[src/rtl/rx_serial_bcd_7o1.sv]
// rtl/rx_serial_bcd_7o1.sv - 7O1 serial receiver that assembles "ddd#" messages into 12-bit BCD.
// Optional 2-FF input synchroniser: define RX_SINCRONIZADOR_EN.
module rx_serial_bcd_7o1 #(
    parameter int CLKS_PER_BIT = 434
) (
    input  logic        clock,
    input  logic        reset,
    input  logic        entrada_serial,
    output logic [11:0] dados,
    output logic        pronto,
    output logic        erro_paridade,
    output logic        erro_formato,
    output logic [3:0]  db_estado
);
    localparam int TW = $clog2(CLKS_PER_BIT);
    localparam logic [TW-1:0] TICK_FULL = TW'(CLKS_PER_BIT - 1);
    localparam logic [TW-1:0] TICK_HALF = TW'(CLKS_PER_BIT / 2 - 1);

    typedef enum logic [2:0] {
        OCIOSO   = 3'd0,
        INICIO   = 3'd1,
        DADOS    = 3'd2,
        PARIDADE = 3'd3,
        PARADA   = 3'd4
    } estado_t;

    logic rx;

`ifdef RX_SINCRONIZADOR_EN
    logic [1:0] sync_q;
    always_ff @(posedge clock) begin
        if (reset) sync_q <= 2'b11;
        else       sync_q <= {sync_q[0], entrada_serial};
    end
    assign rx = sync_q[1];
`else
    assign rx = entrada_serial;
`endif

    estado_t       estado_q;
    logic [TW-1:0] tick_q;
    logic [2:0]    nbit_q;
    logic [6:0]    shift_q;
    logic          paridade_q;
    logic          parada_q;
    logic          char_rdy_q;

    always_ff @(posedge clock) begin
        if (reset) begin
            estado_q   <= OCIOSO;
            tick_q     <= '0;
            nbit_q     <= '0;
            shift_q    <= '0;
            paridade_q <= 1'b0;
            parada_q   <= 1'b0;
            char_rdy_q <= 1'b0;
        end else begin
            char_rdy_q <= 1'b0;
            case (estado_q)
                OCIOSO: begin
                    tick_q <= '0;
                    if (!rx) estado_q <= INICIO;
                end
                INICIO: begin
                    if (tick_q == TICK_HALF) begin
                        tick_q   <= '0;
                        nbit_q   <= '0;
                        estado_q <= rx ? OCIOSO : DADOS;
                    end else begin
                        tick_q <= tick_q + 1'b1;
                    end
                end
                DADOS: begin
                    if (tick_q == TICK_FULL) begin
                        tick_q  <= '0;
                        shift_q <= {rx, shift_q[6:1]};
                        nbit_q  <= nbit_q + 3'd1;
                        if (nbit_q == 3'd6) estado_q <= PARIDADE;
                    end else begin
                        tick_q <= tick_q + 1'b1;
                    end
                end
                PARIDADE: begin
                    if (tick_q == TICK_FULL) begin
                        tick_q     <= '0;
                        paridade_q <= rx;
                        estado_q   <= PARADA;
                    end else begin
                        tick_q <= tick_q + 1'b1;
                    end
                end
                PARADA: begin
                    if (tick_q == TICK_FULL) begin
                        tick_q     <= '0;
                        parada_q   <= rx;
                        char_rdy_q <= 1'b1;
                        estado_q   <= OCIOSO;
                    end else begin
                        tick_q <= tick_q + 1'b1;
                    end
                end
                default: estado_q <= OCIOSO;
            endcase
        end
    end

    logic [1:0]  cnt_q, cnt_d;
    logic [11:0] hold_q, hold_d;
    logic [11:0] dados_q, dados_d;
    logic        pronto_q, pronto_d;
    logic        epar_q, epar_d;
    logic        efmt_q, efmt_d;

    // Digits shift into hold_q so the first received ends up in [11:8].
    always_comb begin
        cnt_d    = cnt_q;
        hold_d   = hold_q;
        dados_d  = dados_q;
        pronto_d = 1'b0;
        epar_d   = 1'b0;
        efmt_d   = 1'b0;
        if (char_rdy_q) begin
            if (^{shift_q, paridade_q} == 1'b0) begin
                epar_d = 1'b1;
                cnt_d  = 2'd0;
            end else if (!parada_q) begin
                efmt_d = 1'b1;
                cnt_d  = 2'd0;
            end else if (shift_q >= 7'h30 && shift_q <= 7'h39) begin
                if (cnt_q != 2'd3) begin
                    hold_d = {hold_q[7:0], shift_q[3:0]};
                    cnt_d  = cnt_q + 2'd1;
                end else begin
                    efmt_d = 1'b1;
                    cnt_d  = 2'd0;
                end
            end else if (shift_q == 7'h23 && cnt_q == 2'd3) begin
                dados_d  = hold_q;
                pronto_d = 1'b1;
                cnt_d    = 2'd0;
            end else begin
                efmt_d = 1'b1;
                cnt_d  = 2'd0;
            end
        end
    end

    always_ff @(posedge clock) begin
        if (reset) begin
            cnt_q    <= 2'd0;
            hold_q   <= 12'h000;
            dados_q  <= 12'h000;
            pronto_q <= 1'b0;
            epar_q   <= 1'b0;
            efmt_q   <= 1'b0;
        end else begin
            cnt_q    <= cnt_d;
            hold_q   <= hold_d;
            dados_q  <= dados_d;
            pronto_q <= pronto_d;
            epar_q   <= epar_d;
            efmt_q   <= efmt_d;
        end
    end

    assign dados         = dados_q;
    assign pronto        = pronto_q;
    assign erro_paridade = epar_q;
    assign erro_formato  = efmt_q;
    assign db_estado     = {estado_q, cnt_q != 2'd0};
endmodule

[config.mk]
export PLATFORM = sky130hd
export DESIGN_NAME = rx_serial_bcd_7o1
export DESIGN_NICKNAME = d
export VERILOG_FILES = /design/src/rtl/rx_serial_bcd_7o1.sv
export SDC_FILE = /design/constraint.sdc
export NUM_CORES = 1
export LEC_CHECK = 0
export CAP_MARGIN = 40
export CORE_ASPECT_RATIO = 0.6
export CORE_MARGIN = 10
export CORE_UTILIZATION = 43
export CTS_CLUSTER_DIAMETER = 150
export DETAILED_ROUTE_END_ITERATION = 10
export GPL_ROUTABILITY_DRIVEN = 0
export PLACE_DENSITY = 0.63
export SYNTH_ARGS = -nofsm -noshare
export SYNTH_HDL_FRONTEND = slang
export SYNTH_SLANG_ARGS = --single-unit
[constraint.sdc]
create_clock -name clock -period 1.8 [get_ports clock]
set_clock_uncertainty 0.05 [all_clocks]
set_input_delay 0.45 -clock clock [delete_from_list [all_inputs] [get_ports clock]]
set_output_delay 0.45 -clock clock [all_outputs]
set_load 0.02 [all_outputs]
==> results.ini <==
[timing]
final_hold_viol_count=0
fmax_mhz=523
finalMaxSlewViolations=0
hold_ws_ps=429
period_share_pct=106
period_minus_slack_ps=1910
tightest_slew_ps=387
fin_tns_setup_ps=-1470
max-slew-margin-rel_pct=74.2
rsz0062_at_grt=yes
fin_ws_ps=-112
finalSetupViolCount=28

[logic_synthesis]
synth_edf_count=0
yosysUniqueCellTypes=43
synth_area_leader_cell=dfxtp_1
syn_area_mm2=0.00258
ys_seq_area_share_pct=41.9
synthFlopType=dfxtp_1
yosys_warnings=0
synth_cells=291
synth.most_common_cell=dfxtp_1
ys_ff_latch=54
synth_commonest_cells=dfxtp_1, nand2_1, nor2_1
synthArstFlopShare_pct=0
avgSynthCellArea_um2=8.87
syn_nets=305
yosys.area.top_type_share_pct=41.9
synth_area_leaders=dfxtp_1, ha_1, nand3b_1

[die]
die_w_um=120
coreArea_mm2=0.00570
pin_count=22
die-area_mm2=0.00960
initial_utilization_pct=45.3
fp-row-count=21
die_h_um=80.0

[placement]
place_area_mm2=0.00325
dp.cells=425
dp_hpwl_mm=4.47
numPortBuffers=21

[detailed_routing]
route.detailed.drc=0
wl_per_cell_um=15.7
wirelength_mm=6.94
num_vias=2323
drtAntennaViolNets=0
drt_iter0_drc=168
drt-pass1-iter-count=4
vias_per_cell=5.24

[clock_tree]
clock_path_buffers=2
clkTransAtPathRegs_ps=110
cts_made_buffers=5
cts_tree=done
cts_max_level=2
cts_sinks=54
insertion_delay_ps=320
cts_hold_buf=0
ctsRootBufferMaster=clkbuf_8

[pwr]
pwr-share-comb_pct=12.1
intPower_mw=1.63
p_total_mw=2.23
power_frac_seq_pct=54.4
p_per_area_mw_per_mm2=579
clockPowerShare_pct=33.5
sw_frac_of_total_pct=27.0
p_leak_nw=1.60
max-vdd-ir-drop_uv=478
p_sw_mw=0.603

[finish]
final_area_mm2=0.00385
drive_gt1_share_pct=38.6
area_growth_pct=49.1
fin_cells=443
n_antenna_cell=0
num-nets-final=376

[worst_setup_path]
required_ps=1990
arrival_ps=2110
critPathCaptureType=flip-flop
ff2ff_setup_slack_ps=-110
rr_worst_depth=7
critPathKind=reg2reg
cp-start-kind=flip-flop
cp_max_fo=6

[grt]
grt_util_met2_pct=20.2
grt_use_met1_pct=18.1
track_usage_pct=13.2
met3_usage_pct=3.53
grt_remaining_overflow=0
grt_max_degree=40
grt-busiest-layer=met2
grt_pass1_wl_mm=10.5
grt_pass1_vias=2167
antenna_found_initial=0

[worst_hold_path]
hold_path.class=reg2reg
min_path_cells=2

[run_status]
violations=negative setup slack
outcome=complete, but fails checks

[flow_run]
max_cap_violations=0

## final cells by class
cell class | instances | area [um^2]
Fill cell | 441 | 1850
Multi-Input combinational cell | 212 | 1770
Sequential cell | 54 | 1100
Timing Repair Buffer | 79 | 734
Tap cell | 80 | 100
Clock buffer | 5 | 68.8
Inverter | 10 | 47.5
Clock inverter | 3 | 28.8
## cells in the final DEF, fill, tap and decap left out, drive strengths merged, types with 5 or more instances in the layout
cell,count
nand2b,19
a31oi,6
dlymetal6s2s,10
nand3,10
ha,11
buf,58
clkdlybuf4s50,5
dlygate4sd2,5
clkbuf,6
nor2,22
nor3,6
dfxtp,54
a21oi,17
o21ai,18
nand2,26
mux2i,13
nor4,5
nand3b,19
inv,12
## power by group through the flow
stage / sequential, mW / combinational, mW / clock, mW
2_1_floorplan: 1.24 / 0.0891 / 0
3_3_place_gp: 1.24 / 0.173 / 0
3_5_place_dp: 1.24 / 0.174 / 0
4_1_cts: 1.21 / 0.191 / 0.764
5_1_grt: 1.21 / 0.288 / 0.809
6_report: 1.21 / 0.271 / 0.746
## path summary, 6_finish.rpt
kind                 end  startpoint
max          estado_q[1]   tick_q[0]
min            dados[11]   dados[11]
max reg2reg  estado_q[1]   tick_q[0]
min reg2reg    dados[11]   dados[11]
## logic make-up (layout without fill, tap and decap cells)
logic type               after synthesis  after routing  share of synthesized area [%]
XOR/XNOR                               3              3                           1.84
adder cells (fa/ha/maj)               11             11                           5.33
buffers and inverters                 25             97                           3.98
flip-flops                            54             54                           41.9
AO/OA/AOI/OAI                         53             53                           12.4
multiplexers                          13             13                           5.04
AND/OR/NAND/NOR                      132            132                           29.6
## worst max-delay path, stage by stage (launching register included)
cell and delay, ps:
dfxtp_4 380, inv_4 60, ha_4 120, nand4b_1 170
o31ai_2 300, o311ai_4 190, or3_1 360, a211oi_2 210
## sequential cells by signal, summed over array words and instances (netlist names), 2 cells and up
register / cells
tick_q: 9
hold_q: 12
nbit_q: 3
shift_q: 7
estado_q: 3
cnt_q: 2
dados: 12
## per-layer routing
layer,share of wire (%),vias up
li1,-,1164
met1,49,1117
met2,46,36
met3,3.9,6
met4,0.76,0
met5,0,-
## through the flow
stage          worst slack (ps)  util (%)
3_5_place_dp               -210      57.0
3_3_place_gp               -110      57.0
5_1_grt                    -253      67.5
6_report                   -112      67.5
2_1_floorplan              1.72         -
4_1_cts                   -90.6      60.8
## what timing repair did
item | CTS | global route
endpoints found under the setup margin | 40 | 58
setup buffers | 5 | 5
pin swaps | 9 | 25
cloned | 1 | 1
gates resized for setup | 27 | 88
No activity file was read; power rests on OpenSTA's default activity.
